[config.mk]
export PLATFORM = sky130hd
export DESIGN_NAME = mem_port_arbiter_64
export DESIGN_NICKNAME = d
export VERILOG_FILES = /design/src/rtl/mem_port_arbiter_64.sv
export SDC_FILE = /design/constraint.sdc
export NUM_CORES = 1
export LEC_CHECK = 0
export CORE_AREA = 3 3 202 204
export DETAILED_ROUTE_END_ITERATION = 8
export DIE_AREA = 0 0 205 207
export PLACE_DENSITY = 0.62
export SYNTH_ARGS = -nofsm -noshare
export SYNTH_HDL_FRONTEND = slang
export SYNTH_SLANG_ARGS = --single-unit
export TNS_END_PERCENT = 50
[constraint.sdc]
create_clock -name i_clk -period 3.2 [get_ports i_clk]
set_input_delay 0.64 -clock i_clk [delete_from_list [all_inputs] [get_ports i_clk]]
set_output_delay 0.64 -clock i_clk [all_outputs]
set_load 0.01 [all_outputs]
[src/rtl/mem_port_arbiter_64.sv]
// mem_port_arbiter_64: two-requester arbiter for one shared memory port.
// Requester 0 is instruction fetch and requester 1 is load/store.
// Only one transaction is outstanding at a time. The response is routed
// back to whichever requester won the grant.
// Optional build macro ARB_FIXED_PRIO_EN: when both requesters ask in the
// same cycle, requester 1 always wins. Without the macro, ties alternate
// round-robin on last_winner.
`timescale 1ns/1ps
module mem_port_arbiter_64 #(
  parameter int ADDR_W = 64,
  parameter int DATA_W = 64
) (
  input  logic              i_clk,
  input  logic              i_rst_n,
  input  logic              i_req0,
  input  logic [ADDR_W-1:0] i_addr0,
  input  logic [DATA_W-1:0] i_wdata0,
  input  logic              i_we0,
  output logic              o_gnt0,
  output logic              o_done0,
  input  logic              i_req1,
  input  logic [ADDR_W-1:0] i_addr1,
  input  logic [DATA_W-1:0] i_wdata1,
  input  logic              i_we1,
  output logic              o_gnt1,
  output logic              o_done1,
  output logic [DATA_W-1:0] o_rdata,
  output logic              o_sel,
  output logic              o_mem_req,
  output logic [ADDR_W-1:0] o_mem_addr,
  output logic [DATA_W-1:0] o_mem_wdata,
  output logic              o_mem_we,
  input  logic              i_mem_ack,
  input  logic [DATA_W-1:0] i_mem_rdata
);

  typedef enum logic {IDLE = 1'b0, BUSY = 1'b1} state_e;

  // Latched request as presented to the memory port
  typedef struct packed {
    logic [ADDR_W-1:0] addr;
    logic [DATA_W-1:0] wdata;
    logic              we;
  } mreq_t;

  state_e            state_q, state_d;
  logic              last_q, last_d;
  logic              sel_q, sel_d;
  logic              mem_req_q, mem_req_d;
  mreq_t             mreq_q, mreq_d;
  logic [DATA_W-1:0] rdata_q, rdata_d;
  logic [1:0]        done_q, done_d;
  logic [1:0]        gnt;
  logic [1:0]        req_vec;
  logic              tie_winner;
  logic              winner;

`ifdef ARB_FIXED_PRIO_EN
  // Load/store always wins a tie. last_winner is still tracked but is not used here.
  assign tie_winner = 1'b1;
`else
  // Round-robin: a tie goes to whichever requester did not win last time.
  assign tie_winner = ~last_q;
`endif

  // Pick the winner among the active requesters
  always_comb begin
    req_vec = {i_req1, i_req0};
    case (req_vec)
      2'b01:   winner = 1'b0;
      2'b10:   winner = 1'b1;
      2'b11:   winner = tie_winner;
      default: winner = 1'b0;
    endcase
  end

  // Next-state logic: grant in IDLE, wait for the memory ack in BUSY
  always_comb begin
    state_d   = state_q;
    last_d    = last_q;
    sel_d     = sel_q;
    mem_req_d = mem_req_q;
    mreq_d    = mreq_q;
    rdata_d   = rdata_q;
    done_d    = 2'b00;
    gnt       = 2'b00;
    case (state_q)
      IDLE: begin
        if (|req_vec) begin
          gnt[winner] = 1'b1;
          mreq_d      = winner ? '{addr: i_addr1, wdata: i_wdata1, we: i_we1}
                               : '{addr: i_addr0, wdata: i_wdata0, we: i_we0};
          sel_d       = winner;
          mem_req_d   = 1'b1;
          state_d     = BUSY;
        end
      end
      BUSY: begin
        if (i_mem_ack) begin
          rdata_d       = i_mem_rdata;
          done_d[sel_q] = 1'b1;
          mem_req_d     = 1'b0;
          last_d        = sel_q;
          state_d       = IDLE;
        end
      end
      default: state_d = IDLE;
    endcase
  end

  // State registers. Reset drops any transaction that is still outstanding.
  always_ff @(posedge i_clk or negedge i_rst_n) begin
    if (!i_rst_n) begin
      state_q   <= IDLE;
      last_q    <= 1'b1;
      sel_q     <= 1'b0;
      mem_req_q <= 1'b0;
      mreq_q    <= '0;
      rdata_q   <= '0;
      done_q    <= 2'b00;
    end else begin
      state_q   <= state_d;
      last_q    <= last_d;
      sel_q     <= sel_d;
      mem_req_q <= mem_req_d;
      mreq_q    <= mreq_d;
      rdata_q   <= rdata_d;
      done_q    <= done_d;
    end
  end

  assign o_gnt0      = gnt[0];
  assign o_gnt1      = gnt[1];
  assign o_done0     = done_q[0];
  assign o_done1     = done_q[1];
  assign o_rdata     = rdata_q;
  assign o_sel       = sel_q;
  assign o_mem_req   = mem_req_q;
  assign o_mem_addr  = mreq_q.addr;
  assign o_mem_wdata = mreq_q.wdata;
  assign o_mem_we    = mreq_q.we;

endmodule

==> qor.csv, run 1 <==
metric,value,unit
run_status,finished clean,
drt_iter0_markers,277,
dieArea,42400,sq um
portBuffers,525,
timing_max_transition_violations_final,0,
hp-class,in2async,
number_of_antenna_violations_at_the_first_check_in_global_routing,0,
peak_clock_frequency_supported_by_timing,340,MHz
seqPwrFrac,39.7,%
ioPinCount,526,
via_count_of_the_first_global_routing_pass,7763,
total_of_flip_flops_plus_latches_after_synthesis,199,
ctsHtreeMaxLevel,4,
critical_path_destination,o_gnt1,
insertedDiodeCount,0,
worst_pin_slew,0.753,ns
post_cts_resized,0,
overflow,0,
hold_viol_final,0,
number_of_buffers_inserted_during_clock_tree_synthesis,17,
critical_path_cell_by_cell,clkdlybuf4s50_1 -> buf_4 -> a21bo_1 -> nor2_8 -> clkdlybuf4s50_1,
post_synth_num_cell_types,24,
critical_path.most_common_cell,sky130_fd_sc_hd__clkdlybuf4s50_1,
grtUsageTotal,15.0,%
min_period,2.94,ns
post-cts-setup-buffers,0,
fp.coreArea,39500,sq um
die_w,205,um
cts_root_buf,sky130_fd_sc_hd__clkbuf_16,
routed_wire_length_per_instance,19.1,um
cp_slowest_cell,sky130_fd_sc_hd__clkdlybuf4s50_1,
netlist_area_pre_place,8240,sq um
sw_frac_of_total,29.5,%
p_comb_share,35.7,%
setup_total_negative_slack,0,ns
crit_path_from,i_req1,
p_per_area,588,nW/um^2
cp_slowest_stage_delay,0.57,ns
cp_max_fo,4,
fin_ws,0.259,ns
fin_util,37.1,%
ys_seq_area_share,60.4,%
finalNonFillerCells,1654,
drv_cap,0,
ys_warn_count,0,
antenna_left,0,
grt_max_degree,109,
cts.sink_count,199,
final_cell_area,14600,sq um
worst_setup_hold_path_clk_slew,0.08,ns
gp_congestion,0.812,
syn_to_final_growth,77.6,%
clock_insertion_delay_worst_skew,0.48,ns
finalClockSkew,0.0118,ns
detailroute.via_count,7211,
dpl.hpwl,22700,um
final.fill_count,3886,
cp.required,2.56,ns
setup_ws_pre_cts,0.249,ns
floorplan.initialDensity,20.9,%
drc_errors,0,
drt-pass1-iter-count,5,
power.internal,0.00607,W
timing.max_slew.rel_slack,49.8,%
tcrit_tclk_final,91.9,%
final_net_count,1444,
final_layout_size_suffix_gt1_share,10.4,%
worst-endpoint-arrival,2.30,ns
postSynthCellCount,610,
layout_common_cells,"sky130_fd_sc_hd__clkdlybuf4s50_1 (524), sky130_fd_sc_hd__dfrtp_1 (198), sky130_fd_sc_hd__a221o_1 (107)",
dieHeight,207,um
layout.cells.most_common,sky130_fd_sc_hd__clkdlybuf4s50_1,
critical_path.reg2reg.endpoint,o_mem_addr[21],
critical_path.reg2reg.startpoint,last_q,
route.detailed.vias_per_inst,4.36,
synthesis.nets,937,
ir_drop,0.000313,V
finalWirelength,31600,um
sw_pwr,0.00254,W
pwr-share-clk,24.7,%
core.rowCount,73,
finalSetupViolations,0,
numPlacedInstances,1623,
reg2regPathDepth,4,
rsz0062_at_grt,false,
leakagePower,5.92,nW
clockBufferDepth,2,
critPathCaptureType,output pin,
syn-mean-instance-area,13.5,sq um
path_class,in2out,
grt_pass1_wl,48100,um
reg2reg_setup_slack,1.19,ns
detailed_place.area,14100,sq um
tritoncts,done,
cts.hold.buffers_added,0,
sort_of_element_at_the_start_of_the_critical_path,primary input,
power by group through the flow:
stage                     Sequential [W]  Combinational [W]  Clock (W)
after floorplan                  0.00368           0.000907          0
after global placement           0.00344            0.00307          0
after detailed placement         0.00344            0.00310          0
after CTS                        0.00342            0.00311    0.00223
after global routing             0.00350            0.00328    0.00231
final                            0.00342            0.00307    0.00212
final cells by class:
type	instances	area (sq um)	share of cell area [%]
Timing Repair Buffer	540	5460	37.3
Sequential cell	199	4980	34.0
Multi-Input combinational cell	359	2980	20.4
Tap cell	525	657	4.49
Clock buffer	20	467	3.19
Clock inverter	11	90.1	0.616
critical path: cells and delay by family:
kind | cells | cell delay [ns]
AOI/OAI and AO/OA | 1 | 0.26
buffers and inverters | 3 | 1.27
and+or+nand+nor | 1 | 0.12
kinds of logic after synthesis:
kind of cell,count (synthesis),synth area share (%)
DFF,199,60.4
AOI/OAI and AO/OA,158,17.5
and+or+nand+nor,137,9.81
muxes,64,8.75
buffers and inverters,52,3.51
cell usage after synthesis, drive strengths merged:
| cell type | count | area, sq um |
|---|---|---|
| clkbuf | 14 | 52.6 |
| buf | 38 | 236 |
| mux2 | 64 | 721 |
| and3 | 1 | 6.26 |
| and2b | 1 | 7.51 |
| o21a | 1 | 7.51 |
| nor3b | 1 | 7.51 |
| o21bai | 1 | 18.8 |
| nor2 | 4 | 31.3 |
| o31a | 1 | 8.76 |
| and2 | 107 | 669 |
| nand2 | 23 | 86.3 |
| a21boi | 1 | 7.51 |
| a21o | 2 | 15.0 |
| a21oi | 22 | 110 |
| dfstp | 1 | 26.3 |
| dfrtp | 198 | 4950 |
| a2bb2oi | 22 | 193 |
| a221o | 107 | 1070 |
| a21bo | 1 | 10.0 |
per-stage QoR:
stage	hold slack, ns	total power [W]
after floorplan	0.344	0.00459
after detailed placement	0.478	0.00655
after CTS	0.175	0.00877
after global placement	0.476	0.00652
after global routing	0.199	0.00909
final	0.159	0.00861
registers in the layout, summed over array words and instances (netlist names):
signal	flops
o_mem_wdata	64
o_sel	1
done_q	2
o_rdata	64
o_mem_req	1
o_mem_we	1
o_mem_addr	64
last_q	1
state_q	1
how the worst min path moves through the flow:
stage,to,slack (ns),cells after the start
after floorplan,done_q[0],0.34,0
after global placement,done_q[0],0.48,1
after detailed placement,done_q[0],0.48,1
after CTS,o_rdata[46],0.17,1
after global routing,o_rdata[9],0.20,1
final,o_rdata[14],0.16,1
layer usage:
metal,up-vias,wire [um],GRT usage (%)
met2,298,15700,24.8
met5,-,0,0
li1,3282,-,-
met1,3588,12600,17.6
met4,0,863,6.15
met3,43,2450,5.26
Power figures use the tool's default switching activity.
==> run 2, diff against run 1 <==
Settings changed: CELL_PAD_IN_SITES_DETAIL_PLACEMENT from default to 1, CELL_PAD_IN_SITES_GLOBAL_PLACEMENT from default to 1, CORE_AREA 3 3 202 204 to 3 3 206 208, DIE_AREA 0 0 205 207 to 0 0 209 211, PLACE_DENSITY 0.62 to 0.74.
==> qor.csv, run 2 (synthesis results as in run 1) <==
metric,value,unit,change
run_status,finished clean,,
worst_pin_slew,0.692,ns,-0.0613 ns
critical_path.most_common_cell,sky130_fd_sc_hd__clkdlybuf4s50_1,,
core.rowCount,74,,+1.4%
worst_setup_hold_path_clk_slew,0.09,ns,about the same
drt_iter0_markers,335,,+21%
detailroute.via_count,7392,,+2.5%
ioPinCount,526,,unchanged
seqPwrFrac,39.4,%,-0.3 points
cts_root_buf,sky130_fd_sc_hd__clkbuf_16,,
grt_max_degree,109,,unchanged
fp.coreArea,40700,sq um,+3.2%
leakagePower,5.92,nW,about the same
route.detailed.vias_per_inst,4.44,,+1.8%
antenna_left,0,,unchanged
cp_slowest_cell,sky130_fd_sc_hd__clkdlybuf4s50_1,,
ctsHtreeMaxLevel,4,,unchanged
floorplan.initialDensity,20.2,%,-0.66 points
tritoncts,done,,
hold_viol_final,0,,unchanged
finalClockSkew,0.0175,ns,+0.00565 ns
timing.max_slew.rel_slack,53.9,%,+4.1 points
cp_slowest_stage_delay,0.64,ns,+0.07 ns
portBuffers,525,,unchanged
number_of_buffers_inserted_during_clock_tree_synthesis,17,,unchanged
cts.hold.buffers_added,0,,unchanged
path_class,in2out,,
setup_total_negative_slack,0,ns,unchanged
number_of_antenna_violations_at_the_first_check_in_global_routing,2,,+2
critPathCaptureType,output pin,,
routed_wire_length_per_instance,20.9,um,+9.3%
peak_clock_frequency_supported_by_timing,348,MHz,+2.3%
pwr-share-clk,24.7,%,about the same
timing_max_transition_violations_final,0,,unchanged
post_cts_resized,0,,unchanged
clockBufferDepth,2,,unchanged
critical_path.reg2reg.endpoint,o_mem_wdata[20],,
finalSetupViolations,0,,unchanged
cp.required,2.56,ns,about the same
tcrit_tclk_final,89.8,%,-2.1 points
sw_frac_of_total,30.5,%,+1.1 points
layout.cells.most_common,sky130_fd_sc_hd__clkdlybuf4s50_1,,
final_net_count,1446,,+0.14%
fin_util,35.9,%,-1.2 points
grtUsageTotal,15.4,%,+0.42 points
via_count_of_the_first_global_routing_pass,8208,,+5.7%
cp_max_fo,2,,-2
min_period,2.87,ns,-0.0675 ns
clock_insertion_delay_worst_skew,0.48,ns,about the same
drv_cap,0,,unchanged
p_comb_share,35.9,%,+0.2 points
drt-pass1-iter-count,4,,-1
critical_path.reg2reg.startpoint,last_q,,
grt_pass1_wl,51200,um,+6.3%
final_layout_size_suffix_gt1_share,10.4,%,+0.061 points
ir_drop,0.000311,V,-0.53%
dieArea,44100,sq um,+3.9%
drc_errors,0,,unchanged
reg2reg_setup_slack,1.15,ns,-0.04 ns
syn_to_final_growth,77.5,%,about the same
reg2regPathDepth,4,,unchanged
overflow,0,,unchanged
finalWirelength,34700,um,+10%
power.internal,0.00603,W,-0.66%
sort_of_element_at_the_start_of_the_critical_path,primary input,,
post-cts-setup-buffers,0,,unchanged
dpl.hpwl,25900,um,+14%
cts.sink_count,199,,unchanged
critical_path_cell_by_cell,clkdlybuf4s50_1 -> and2b_1 -> nor3b_2 -> clkdlybuf4s50_1,,
layout_common_cells,"sky130_fd_sc_hd__clkdlybuf4s50_1 (524), sky130_fd_sc_hd__dfrtp_1 (198), sky130_fd_sc_hd__a221o_1 (107)",,
hp-class,in2async,,
die_w,209,um,+2.0%
rsz0062_at_grt,false,,
gp_congestion,0.785,,-3.3%
worst-endpoint-arrival,2.23,ns,-0.07 ns
dieHeight,211,um,+1.9%
p_per_area,594,nW/um^2,+0.95%
sw_pwr,0.00265,W,+4.6%
## run 2: worst max-delay path, delay by kind of cell
kind | cells | cell delay, ns
buffers and inverters | 2 | 1.07
AND/OR/NAND/NOR | 2 | 0.53
## run 2: worst max-delay path by stage
stage	from	end	slack (ns)	cells past startpoint
after floorplan	i_req1	o_gnt0	1.23	4
after global placement	i_req1	o_gnt0	0.29	4
after detailed placement	i_req1	o_gnt0	0.28	4
after CTS	last_q	o_gnt0	0.23	3
after global routing	last_q	o_gnt0	0.22	3
final	i_req1	o_gnt0	0.33	4
## run 2: stage by stage
stage / total power (W) / cells / cell area (sq um) / setup WS, ns / hold slack (ns)
floorplan: 0.00459 / 610 / 8240 / 1.23 / 0.344
global placement: 0.00652 / 1632 / 14100 / 0.290 / 0.463
detailed placement: 0.00662 / 1632 / 14100 / 0.276 / 0.472
CTS: 0.00886 / 1664 / 14600 / 0.229 / 0.158
global route: 0.00915 / 1665 / 14600 / 0.215 / 0.191
finish: 0.00869 / 1665 / 14600 / 0.326 / 0.186
## run 2: power groups by stage
stage                     clock network, W  registers, W  logic, W
after floorplan                          0       0.00368  0.000907
after global placement                   0       0.00344   0.00308
after detailed placement                 0       0.00346   0.00316
after CTS                          0.00225       0.00343   0.00317
after global routing               0.00233       0.00350   0.00331
final                              0.00214       0.00342   0.00312
## run 2: layout make-up
cell class / instances / area [sq um]
antenna: 1 / 2.50
clock buffer: 18 / 429
clock inverter: 14 / 133
fill: 4487 / 26100
multi-input combinational: 359 / 2980
sequential: 199 / 4980
tap: 532 / 666
timing repair buffer: 542 / 5440
## run 2: routing by layer
| metal | routed length (um) | global-route usage, % | part of all wire (%) | vias up |
|---|---|---|---|---|
| met5 | 13 | 0 | 0.037 | - |
| met4 | 1030 | 6.33 | 3.0 | 2 |
| met3 | 2530 | 5.64 | 7.3 | 49 |
| met2 | 17600 | 26.3 | 51 | 296 |
| met1 | 13500 | 17.4 | 39 | 3751 |
| li1 | - | - | - | 3294 |
==> run 3, diff against run 2 <==
Settings changed: CTS_CLUSTER_SIZE from default to 8.
==> results of run 3 <==
The final DEF is identical to that of run 2; final timing and power are the same.
